--- config.mk ---
export PLATFORM = sky130hd
export DESIGN_NAME = mem_port_arbiter_flat
export DESIGN_NICKNAME = d
export VERILOG_FILES = /design/src/rtl/mem_port_arbiter_pkg.sv /design/src/rtl/mem_port_arbiter_if.sv /design/src/rtl/mem_port_arbiter_prio.sv /design/src/rtl/mem_port_arbiter.sv /design/src/flat_wrapper.sv
export SDC_FILE = /design/constraint.sdc
export NUM_CORES = 1
export LEC_CHECK = 0
export CAP_MARGIN = 20
export CORE_ASPECT_RATIO = 0.6
export CORE_MARGIN = 2
export CORE_UTILIZATION = 41
export DETAILED_ROUTE_END_ITERATION = 10
export HOLD_SLACK_MARGIN = 0.08
export PLACE_DENSITY = 0.89
export SYNTH_ARGS = -nofsm -noshare
export SYNTH_HDL_FRONTEND = slang
export SYNTH_SLANG_ARGS = --single-unit
--- constraint.sdc ---
create_clock -name clk -period 2.2 [get_ports clk]
set_input_delay 0.44 -clock clk [delete_from_list [all_inputs] [get_ports clk]]
set_output_delay 0.44 -clock clk [all_outputs]
set_load 0.03 [all_outputs]
--- src/rtl/mem_port_arbiter_pkg.sv ---
// Shared types and constants for the instruction/data memory port arbiter.
package mem_port_arbiter_pkg;

  localparam int unsigned DATA_WIDTH_DEF = 32;
  localparam int unsigned ADDR_WIDTH_DEF = 11;

  typedef enum logic [1:0] {
    ST_IDLE   = 2'd0,
    ST_ACCESS = 2'd1,
    ST_RESP   = 2'd2
  } state_t;

  typedef enum logic {
    OWN_IF = 1'b0,
    OWN_DM = 1'b1
  } owner_t;

  localparam logic STROBE_OFF = 1'b1;

  typedef struct packed {
    logic cs_n;
    logic we_n;
    logic oe_n;
  } strobes_t;

  localparam strobes_t STROBES_IDLE = '{cs_n: STROBE_OFF, we_n: STROBE_OFF, oe_n: STROBE_OFF};

endpackage

--- src/rtl/mem_port_arbiter_if.sv ---
// Requester, memory and control signals of the arbiter; slave = arbiter side.
interface mem_port_arbiter_if
  import mem_port_arbiter_pkg::*;
#(
  parameter int unsigned DATA_WIDTH = DATA_WIDTH_DEF,
  parameter int unsigned ADDR_WIDTH = ADDR_WIDTH_DEF
);
  logic                  en;
  logic                  if_req;
  logic [ADDR_WIDTH-1:0] if_addr;
  logic [DATA_WIDTH-1:0] if_rdata;
  logic                  if_valid;
  logic                  if_stall;
  logic                  dm_req;
  logic                  dm_we;
  logic [ADDR_WIDTH-1:0] dm_addr;
  logic [DATA_WIDTH-1:0] dm_wdata;
  logic [DATA_WIDTH-1:0] dm_rdata;
  logic                  dm_done;
  logic                  dm_stall;
  logic                  mem_cs_n;
  logic                  mem_we_n;
  logic                  mem_oe_n;
  logic [ADDR_WIDTH-1:0] mem_addr;
  logic [DATA_WIDTH-1:0] mem_wdata;
  logic [DATA_WIDTH-1:0] mem_rdata;
  logic                  busy;

  modport slave (
    input  en, if_req, if_addr, dm_req, dm_we, dm_addr, dm_wdata, mem_rdata,
    output if_rdata, if_valid, if_stall, dm_rdata, dm_done, dm_stall,
           mem_cs_n, mem_we_n, mem_oe_n, mem_addr, mem_wdata, busy
  );

  modport master (
    output en, if_req, if_addr, dm_req, dm_we, dm_addr, dm_wdata, mem_rdata,
    input  if_rdata, if_valid, if_stall, dm_rdata, dm_done, dm_stall,
           mem_cs_n, mem_we_n, mem_oe_n, mem_addr, mem_wdata, busy
  );
endinterface

--- src/rtl/mem_port_arbiter_prio.sv ---
// Fetch/data grant selection: data wins unless fetch has been passed over STARVE_LIMIT times.
module mem_arb_prio #(
  parameter int unsigned STARVE_LIMIT = 3
) (
  input  logic clk,
  input  logic rst_n,
  input  logic arb_en,
  input  logic if_req,
  input  logic dm_req,
  output logic grant_if,
  output logic grant_dm
);
  localparam int unsigned   CW    = (STARVE_LIMIT > 0) ? $clog2(STARVE_LIMIT + 1) : 1;
  localparam logic [CW-1:0] LIMIT = CW'(STARVE_LIMIT);

  logic [CW-1:0] starve_q, starve_d;
  logic          force_if;

  assign force_if = if_req && (starve_q == LIMIT);

  always_comb begin
    grant_if = arb_en && if_req && (force_if || !dm_req);
    grant_dm = arb_en && dm_req && !force_if;
  end

  // Count only data grants that actually bypassed a waiting fetch; saturate at the limit.
  always_comb begin
    starve_d = starve_q;
    if (grant_if) begin
      starve_d = '0;
    end else if (grant_dm) begin
      if (!if_req)                starve_d = '0;
      else if (starve_q != LIMIT) starve_d = starve_q + CW'(1);
    end
  end

  always_ff @(posedge clk or negedge rst_n) begin
    if (!rst_n) starve_q <= '0;
    else        starve_q <= starve_d;
  end
endmodule

--- src/rtl/mem_port_arbiter.sv ---
// Shares one single-port memory between the fetch port and the load/store port.
// State and owner encodings formerly in the shared include now come from the package.
module mem_port_arbiter
  import mem_port_arbiter_pkg::*;
#(
  parameter int unsigned DATA_WIDTH   = DATA_WIDTH_DEF,
  parameter int unsigned ADDR_WIDTH   = ADDR_WIDTH_DEF,
  parameter int unsigned MEM_LATENCY  = 1,
  parameter int unsigned STARVE_LIMIT = 3
) (
  input  logic              clk,
  input  logic              rst_n,
  mem_port_arbiter_if.slave bus
);
  localparam int unsigned   LW       = (MEM_LATENCY > 1) ? $clog2(MEM_LATENCY) : 1;
  localparam logic [LW-1:0] CNT_LOAD = LW'(MEM_LATENCY - 1);

  state_t                state_q, state_d;
  owner_t                owner_q, owner_d;
  logic                  we_q, we_d;
  logic [ADDR_WIDTH-1:0] addr_q, addr_d;
  logic [DATA_WIDTH-1:0] wdata_q, wdata_d;
  logic [LW-1:0]         cnt_q, cnt_d;
  logic [DATA_WIDTH-1:0] if_rdata_q, if_rdata_d;
  logic [DATA_WIDTH-1:0] dm_rdata_q, dm_rdata_d;
  logic                  arb_en, grant_if, grant_dm;
  strobes_t              strobes;

  assign arb_en = (state_q == ST_IDLE) && bus.en;

  mem_arb_prio #(.STARVE_LIMIT(STARVE_LIMIT)) u_prio (
    .clk      (clk),
    .rst_n    (rst_n),
    .arb_en   (arb_en),
    .if_req   (bus.if_req),
    .dm_req   (bus.dm_req),
    .grant_if (grant_if),
    .grant_dm (grant_dm)
  );

  always_ff @(posedge clk or negedge rst_n) begin
    if (!rst_n) begin
      state_q    <= ST_IDLE;
      owner_q    <= OWN_IF;
      we_q       <= 1'b0;
      addr_q     <= '0;
      wdata_q    <= '0;
      cnt_q      <= '0;
      if_rdata_q <= '0;
      dm_rdata_q <= '0;
    end else begin
      state_q    <= state_d;
      owner_q    <= owner_d;
      we_q       <= we_d;
      addr_q     <= addr_d;
      wdata_q    <= wdata_d;
      cnt_q      <= cnt_d;
      if_rdata_q <= if_rdata_d;
      dm_rdata_q <= dm_rdata_d;
    end
  end

  always_comb begin
    state_d    = state_q;
    owner_d    = owner_q;
    we_d       = we_q;
    addr_d     = addr_q;
    wdata_d    = wdata_q;
    cnt_d      = cnt_q;
    if_rdata_d = if_rdata_q;
    dm_rdata_d = dm_rdata_q;
    unique case (state_q)
      ST_IDLE: begin
        if (grant_if) begin
          state_d = ST_ACCESS;
          owner_d = OWN_IF;
          we_d    = 1'b0;
          addr_d  = bus.if_addr;
          cnt_d   = CNT_LOAD;
        end else if (grant_dm) begin
          state_d = ST_ACCESS;
          owner_d = OWN_DM;
          we_d    = bus.dm_we;
          addr_d  = bus.dm_addr;
          wdata_d = bus.dm_wdata;
          cnt_d   = CNT_LOAD;
        end
      end
      ST_ACCESS: begin
        if (cnt_q == '0) begin
          state_d = ST_RESP;
          if (!we_q) begin
            if (owner_q == OWN_IF) if_rdata_d = bus.mem_rdata;
            else                   dm_rdata_d = bus.mem_rdata;
          end
        end else begin
          cnt_d = cnt_q - LW'(1);
        end
      end
      ST_RESP: state_d = ST_IDLE;
      default: state_d = ST_IDLE;
    endcase
  end

  // Strobes decode straight from the state register so async reset drops them at once.
  always_comb begin
    strobes = STROBES_IDLE;
    if (state_q == ST_ACCESS) begin
      strobes.cs_n = 1'b0;
      strobes.we_n = ~we_q;
      strobes.oe_n = we_q;
    end
  end

  assign bus.mem_cs_n  = strobes.cs_n;
  assign bus.mem_we_n  = strobes.we_n;
  assign bus.mem_oe_n  = strobes.oe_n;
  assign bus.mem_addr  = addr_q;
  assign bus.mem_wdata = wdata_q;
  assign bus.if_rdata  = if_rdata_q;
  assign bus.dm_rdata  = dm_rdata_q;
  assign bus.if_valid  = (state_q == ST_RESP) && (owner_q == OWN_IF);
  assign bus.dm_done   = (state_q == ST_RESP) && (owner_q == OWN_DM);
  assign bus.if_stall  = bus.if_req & ~bus.if_valid;
  assign bus.dm_stall  = bus.dm_req & ~bus.dm_done;
  assign bus.busy      = (state_q != ST_IDLE);
endmodule

--- src/flat_wrapper.sv ---
// flat-port wrapper written by rule: the top's interface ports become plain ports
module mem_port_arbiter_flat import mem_port_arbiter_pkg::*;
#(
  parameter int unsigned DATA_WIDTH   = DATA_WIDTH_DEF,
  parameter int unsigned ADDR_WIDTH   = ADDR_WIDTH_DEF,
  parameter int unsigned MEM_LATENCY  = 1,
  parameter int unsigned STARVE_LIMIT = 3
)
  (clk, rst_n, bus_en, bus_if_req, bus_if_addr, bus_dm_req, bus_dm_we, bus_dm_addr, bus_dm_wdata, bus_mem_rdata, bus_if_rdata, bus_if_valid, bus_if_stall, bus_dm_rdata, bus_dm_done, bus_dm_stall, bus_mem_cs_n, bus_mem_we_n, bus_mem_oe_n, bus_mem_addr, bus_mem_wdata, bus_busy);
  mem_port_arbiter_if #(.DATA_WIDTH(DATA_WIDTH), .ADDR_WIDTH(ADDR_WIDTH)) bus_i ();
  input  logic clk;
  input  logic rst_n;
  input wire logic [$bits(bus_i.en)-1:0] bus_en;
  input wire logic [$bits(bus_i.if_req)-1:0] bus_if_req;
  input wire logic [$bits(bus_i.if_addr)-1:0] bus_if_addr;
  input wire logic [$bits(bus_i.dm_req)-1:0] bus_dm_req;
  input wire logic [$bits(bus_i.dm_we)-1:0] bus_dm_we;
  input wire logic [$bits(bus_i.dm_addr)-1:0] bus_dm_addr;
  input wire logic [$bits(bus_i.dm_wdata)-1:0] bus_dm_wdata;
  input wire logic [$bits(bus_i.mem_rdata)-1:0] bus_mem_rdata;
  output wire logic [$bits(bus_i.if_rdata)-1:0] bus_if_rdata;
  output wire logic [$bits(bus_i.if_valid)-1:0] bus_if_valid;
  output wire logic [$bits(bus_i.if_stall)-1:0] bus_if_stall;
  output wire logic [$bits(bus_i.dm_rdata)-1:0] bus_dm_rdata;
  output wire logic [$bits(bus_i.dm_done)-1:0] bus_dm_done;
  output wire logic [$bits(bus_i.dm_stall)-1:0] bus_dm_stall;
  output wire logic [$bits(bus_i.mem_cs_n)-1:0] bus_mem_cs_n;
  output wire logic [$bits(bus_i.mem_we_n)-1:0] bus_mem_we_n;
  output wire logic [$bits(bus_i.mem_oe_n)-1:0] bus_mem_oe_n;
  output wire logic [$bits(bus_i.mem_addr)-1:0] bus_mem_addr;
  output wire logic [$bits(bus_i.mem_wdata)-1:0] bus_mem_wdata;
  output wire logic [$bits(bus_i.busy)-1:0] bus_busy;
  assign bus_i.en = bus_en;
  assign bus_i.if_req = bus_if_req;
  assign bus_i.if_addr = bus_if_addr;
  assign bus_i.dm_req = bus_dm_req;
  assign bus_i.dm_we = bus_dm_we;
  assign bus_i.dm_addr = bus_dm_addr;
  assign bus_i.dm_wdata = bus_dm_wdata;
  assign bus_i.mem_rdata = bus_mem_rdata;
  assign bus_if_rdata = bus_i.if_rdata;
  assign bus_if_valid = bus_i.if_valid;
  assign bus_if_stall = bus_i.if_stall;
  assign bus_dm_rdata = bus_i.dm_rdata;
  assign bus_dm_done = bus_i.dm_done;
  assign bus_dm_stall = bus_i.dm_stall;
  assign bus_mem_cs_n = bus_i.mem_cs_n;
  assign bus_mem_we_n = bus_i.mem_we_n;
  assign bus_mem_oe_n = bus_i.mem_oe_n;
  assign bus_mem_addr = bus_i.mem_addr;
  assign bus_mem_wdata = bus_i.mem_wdata;
  assign bus_busy = bus_i.busy;
  mem_port_arbiter #(.DATA_WIDTH(DATA_WIDTH), .ADDR_WIDTH(ADDR_WIDTH), .MEM_LATENCY(MEM_LATENCY), .STARVE_LIMIT(STARVE_LIMIT)) u_core (.clk(clk), .rst_n(rst_n), .bus(bus_i));
endmodule
==> results of run 1 <==
## power breakdown
group          internal [mW]  switching [mW]
registers               2.94           0.509
clock network           1.80           0.949
logic                   2.23            2.59
total                   6.98            4.05
## cells in the mapped netlist (2+ instances only)
cell type,number
nor4_1,11
nand2_1,3
buf_2,7
mux2_1,4
a21oi_1,3
nor2b_1,2
inv_1,3
buf_4,3
nand3_1,12
nor3b_1,2
mux2_2,92
nor3_2,2
dfrtp_1,113
clkbuf_1,7
a31oi_1,11
o21ai_0,15
## layer usage
| layer | global-route usage [%] | share of wire, % |
|---|---|---|
| met1 | 25.4 | 40 |
| met2 | 34.5 | 47 |
| met3 | 9.99 | 11 |
| met4 | 7.81 | 1.5 |
| met5 | 0 | 0 |
## cell families after synthesis
logic type      Yosys count  share of synthesized area [%]
compound gates           31                           3.95
fa+ha+maj                 1                          0.280
buf+inv                  21                           2.38
flops                   113                           63.3
mux                      96                           24.2
simple gates             42                           5.88
## placed cells by master, fill, tap and decap left out, types with 2 or more instances in the layout
cell / count
nand3_1: 12
o21ai_0: 15
clkinv_4: 3
a21oi_1: 3
mux2_1: 4
inv_1: 3
mux2_2: 92
nor2b_1: 2
dlygate4sd2_1: 4
nand2_1: 3
a31oi_1: 11
nor4_1: 11
clkbuf_16: 17
bufinv_16: 3
nor3_4: 2
clkinv_2: 3
nor3b_2: 2
clkdlybuf4s50_1: 197
clkinvlp_4: 3
buf_12: 2
dfrtp_1: 113
buf_4: 12
## area by class of cell
type	count	area (um^2)	area share, %
clock buffers	18	439	6.00
multi-input cells	170	1550	21.2
well taps	139	174	2.37
clock inverters	13	163	2.22
flip-flops and latches	113	2830	38.6
inverters	3	11.3	0.154
repair buffers	217	2160	29.5
## sequential cells by signal, indices dropped and copies added, names as in the netlist
register	count
u_core.owner_q	1
u_core.bus.mem_addr	11
u_core.bus.mem_wdata	32
u_core.u_prio.starve_q	2
u_core.bus.if_rdata	32
u_core.we_q	1
u_core.bus.dm_rdata	32
u_core.state_q	2
## stage by stage
stage / hold slack (ns) / cells / worst slack [ns]
2_1_floorplan: 0.144 / 304 / 0.191
3_3_place_gp: 0.469 / 642 / 0.143
3_5_place_dp: 0.477 / 642 / 0.117
4_1_cts: 0.143 / 673 / 0.00752
5_1_grt: 0.167 / 673 / 0.00889
6_report: 0.109 / 673 / 0.0856
## timing repair
item	CTS	global route
setup endpoints to repair	5	2
gates resized for setup	6	2
endpoints found under the hold margin	0	0
## final timing paths
check | start | to
setup / recovery | u_core.state_q[1]$_DFFE_PN0P_ | bus_mem_cs_n
hold / removal | rst_n | u_core.bus.mem_addr[3]$_DFFE_PN0P_
setup reg to reg | u_core.state_q[1]$_DFFE_PN0P_ | u_core.bus.if_rdata[16]$_DFFE_PN0P_
hold reg to reg | u_core.bus.dm_rdata[2]$_DFFE_PN0P_ | u_core.bus.dm_rdata[2]$_DFFE_PN0P_
max in group asynchronous | rst_n | u_core.bus.if_rdata[16]$_DFFE_PN0P_
min in group clk | u_core.bus.dm_rdata[2]$_DFFE_PN0P_ | u_core.bus.dm_rdata[2]$_DFFE_PN0P_
==> flow_summary.json, run 1 <==
{
  "crit_fanout": 6,
  "setup_viol": 0,
  "critPathCaptureType": "output pin",
  "die_w_um": 139,
  "synth_edf_count": 0,
  "r2r_slack_ns": 0.37,
  "yosysWarnings": 0,
  "cts-root-buf": "clkbuf_16",
  "cts_tree": "yes",
  "seq_area_frac_synth_pct": 63.3,
  "drc": 0,
  "grt_overflow": 0,
  "num_rows": 29,
  "htreeDepth": 4,
  "hpwlAfterDp_um": 8640,
  "max-slew-margin-rel_pct": 59.7,
  "cp.buffers_inverters": 2,
  "p_per_area_mw_per_mm2": 1500,
  "ir_drop_uv": 1020,
  "path_cells": "and2b_1, inv_1, dlygate4sd2_1",
  "num_vias": 3456,
  "maxCapViolCount": 0,
  "grt_pass1_vias": 3714,
  "rsz0062_at_grt": "false",
  "gp_congestion": 0.788,
  "ant_nets": 0,
  "tightest_slew_ns": 0.605,
  "arrival_ns": 1.67,
  "min_period_over_period_pct": 96.1,
  "power_mw": 11.0,
  "p_leak_nw": 3.04,
  "wl_per_cell_um": 18.0,
  "wl_um": 12100,
  "die_y_um": 84.9,
  "core_mm2": 0.0106,
  "cp_slowest_cell": "dlygate4sd2_1",
  "utilization_pct": 69.1,
  "grt_use_total_pct": 21.3,
  "grt_pass1_wl_um": 19600,
  "synthTopCellsByArea": "dfrtp_1 63%, mux2_2 23%, o21ai_0 1.7%",
  "fin_crit_ns": 2.11,
  "syn_area_mm2": 0.00447,
  "first_pass_iters": 4,
  "clkTransAtPathRegs_ns": 0.06,
  "n_antenna_cell": 0,
  "cts_buffers": 17,
  "synth_cells": 304,
  "clockBufferDepth": 2,
  "fin_skew_ns": 0.00864,
  "hold_violations": 0,
  "drtIter0Drc": 162,
  "slew_violations": 0,
  "fmax_mhz": 473,
  "synth.avg_cell_area_um2": 14.7,
  "final_area_mm2": 0.00732,
  "critPathTopFamily": "buffers and inverters",
  "post_dp_cell_area_mm2": 0.00672,
  "die_area_mm2": 0.0118,
  "synth.distinct_cells": 30,
  "synth_ff_type": "dfrtp_1",
  "clkLatencyLatePin_ns": 0.40,
  "io-pin-count": 207,
  "worstRegToRegCells": 5,
  "ctsHoldBuffers": 0,
  "synthArstFlopShare_pct": 100,
  "outcome": "completed",
  "ys_seq_elements": 113,
  "min_path_type": "primary input to asynchronous set/reset pin",
  "cts_sinks": 113,
  "syn_nets": 397,
  "required_ns": 1.76,
  "syn_to_final_growth_pct": 64.0,
  "critPathMaxStageDelay_ns": 0.44,
  "start_util_pct": 42.2,
  "nets": 615,
  "fill_cells": 765,
  "fin_setup_tns_ns": 0,
  "postCtsSetupRepairBufs": 0,
  "worst-path-stages": 3,
  "via_per_inst": 5.14,
  "synth_top_area_share_pct": 63.3,
  "path_class": "register to output pin",
  "port_buffers": 206,
  "drive_above_1_share_pct": 27.0,
  "start_kind": "register",
  "grt_max_degree": 114,
  "synth_largest_area_cell": "dfrtp_1",
  "antenna_found_initial": 0
}
Power figures use the tool's default switching activity.
==> inputs of run 2 (changes only) <==
Settings changed: ABC_CLOCK_PERIOD_IN_PS from default to 2200.
==> results of run 2 <==
Final layout, timing and power as in run 1 (identical DEF).
==> inputs of run 3 (changes only) <==
Settings changed: MAX_ROUTING_LAYER from default to met4.
==> run 3 against run 2 <==
Against the previous run:
- power about the same
- sequential cell count unchanged
- global-route usage is 0.72 points higher
- critical path type unchanged
- largest power group unchanged
==> flow_summary.json, run 3 (synthesis results as in run 1) <==
{
  "num_vias": 3480,
  "first_pass_iters": 4,
  "critPathCaptureType": "output pin",
  "syn_to_final_growth_pct": 64.0,
  "drive_above_1_share_pct": 27.0,
  "wl_met2_um": 5760,
  "p_sw_mw": 4.05,
  "p_clk_share_pct": 24.9,
  "via_per_inst": 5.17,
  "maxCapViolCount": 0,
  "cts_buffers": 17,
  "postCtsSetupRepairBufs": 0,
  "outcome": "completed",
  "worstRegToRegCells": 5,
  "num_rows": 29,
  "io-pin-count": 207,
  "hpwlAfterDp_um": 8640,
  "path_class": "register to output pin",
  "seq_power_share_pct": 31.3,
  "fmax_mhz": 474,
  "p_leak_nw": 3.04,
  "required_ns": 1.76,
  "wl_um": 12100,
  "multi_input_area_mm2": 0.00155,
  "hold_violations": 0,
  "dpl_worst_slack_ns": 0.117,
  "setup_viol": 0,
  "grt_max_degree": 114,
  "final_cell_mix": "197 x clkdlybuf4s50_1, 113 x dfrtp_1, 92 x mux2_2, 17 x clkbuf_16, 15 x o21ai_0",
  "worst_slack_ns": 0.0901,
  "wl_per_cell_um": 18.0,
  "crit_fanout": 6,
  "r2r_slack_ns": 0.36,
  "port_buffers": 206,
  "ant_nets": 0,
  "grt_pass1_wl_um": 19600,
  "layout_commonest_cell": "clkdlybuf4s50_1",
  "min_period_over_period_pct": 95.9,
  "nets": 615,
  "ir_drop_uv": 1020,
  "top_layer": "met4",
  "power_mw": 11.0,
  "worstReg2RegEnd": "u_core.bus.if_rdata[12]$_DFFE_PN0P_",
  "drtIter0Drc": 143,
  "die_area_mm2": 0.0118,
  "wl_met1_um": 4940,
  "clkTransAtPathRegs_ns": 0.06,
  "fin_setup_tns_ns": 0,
  "grt_overflow": 0,
  "max-slew-margin-rel_pct": 60.1,
  "antenna_found_initial": 0,
  "p_int_mw": 6.98,
  "start_kind": "register",
  "switching_share_pct": 36.7,
  "slew_violations": 0,
  "arrival_ns": 1.67,
  "rsz0062_at_grt": "false",
  "clockBufferDepth": 2,
  "start_util_pct": 42.2,
  "cts_tree": "yes",
  "drc": 0,
  "htreeDepth": 4,
  "die_y_um": 84.9,
  "core_mm2": 0.0106,
  "grt_use_total_pct": 22.1,
  "grt_pass1_vias": 3725,
  "die_w_um": 139,
  "fill_cells": 765,
  "gp_congestion": 0.799,
  "p_per_area_mw_per_mm2": 1500,
  "n_antenna_cell": 0,
  "utilization_pct": 69.1,
  "combPwrFrac_pct": 43.7,
  "wl_met3_um": 1240,
  "cts-root-buf": "clkbuf_16",
  "fin_crit_ns": 2.11,
  "cts_sinks": 113,
  "tightest_slew_ns": 0.598,
  "clkLatencyLatePin_ns": 0.39,
  "min_path_type": "primary input to asynchronous set/reset pin",
  "whs_ns": 0.131,
  "fin_skew_ns": 0.00715,
  "rr_startpoint": "u_core.state_q[1]$_DFFE_PN0P_",
  "ff_latch_area_mm2": 0.00283
}
-- run 3: cell counts in the layout (fill, tap and decap cells not counted) --
No cell type changed its count.
-- run 3: worst max-delay path, cell delays in order, from the launching register on --
cell and delay (ns):
dfrtp_1 0.42, and2b_1 0.24, inv_1 0.17, dlygate4sd2_1 0.44
-- run 3: how the worst max path moves through the flow --
| stage | from | end | slack (ns) | depth (start not counted) |
|---|---|---|---|---|
| 2_1_floorplan | u_core.state_q[0]$_DFFE_PN0P_ | bus_if_stall | 0.19 | 2 |
| 3_3_place_gp | bus_en | u_core.bus.mem_addr[9]$_DFFE_PN0P_ | 0.14 | 4 |
| 3_5_place_dp | bus_en | u_core.bus.mem_addr[4]$_DFFE_PN0P_ | 0.12 | 4 |
| 4_1_cts | u_core.owner_q$_DFFE_PN0P_ | bus_dm_done | 0.008 | 3 |
| 5_1_grt | u_core.state_q[1]$_DFFE_PN0P_ | bus_mem_cs_n | 0.009 | 3 |
| 6_report | u_core.state_q[1]$_DFFE_PN0P_ | bus_mem_cs_n | 0.09 | 3 |
-- run 3: area by class of cell --
cell class,count,share of cell area [%]
Clock buffer,18,6.00
Clock inverter,13,2.22
Inverter,3,0.154
Multi-Input combinational cell,170,21.2
Sequential cell,113,38.6
Tap cell,139,2.37
Timing Repair Buffer,217,29.5
-- run 3: power groups by stage --
| stage | clock [mW] | combinational (mW) | sequential (mW) |
|---|---|---|---|
| 2_1_floorplan | 0 | 0.969 | 5.06 |
| 3_3_place_gp | 0 | 4.76 | 3.40 |
| 3_5_place_dp | 0 | 4.86 | 3.48 |
| 4_1_cts | 2.81 | 4.87 | 3.46 |
| 5_1_grt | 2.91 | 5.04 | 3.57 |
| 6_report | 2.75 | 4.82 | 3.45 |
-- run 3: metal layers --
layer / GRT usage (%) / vias to the layer above
li1: - / 1556
met1: 26.6 / 1715
met2: 34.2 / 191
met3: 8.69 / 18
met4: 7.81 / 0
met5: - / -
-- run 3: repair_timing --
item	in CTS	in global routing
hold endpoints to repair	0	0
gates cloned	0	0
gates resized for setup	6	2
hold buffers	0	0
setup endpoints to repair	5	2
-- run 3: through the flow --
step / instances / cell area [um^2]
CTS: 673 / 7320
detailed placement: 642 / 6720
global placement: 642 / 6720
global route: 673 / 7320
finish: 673 / 7320
floorplan: 304 / 4470
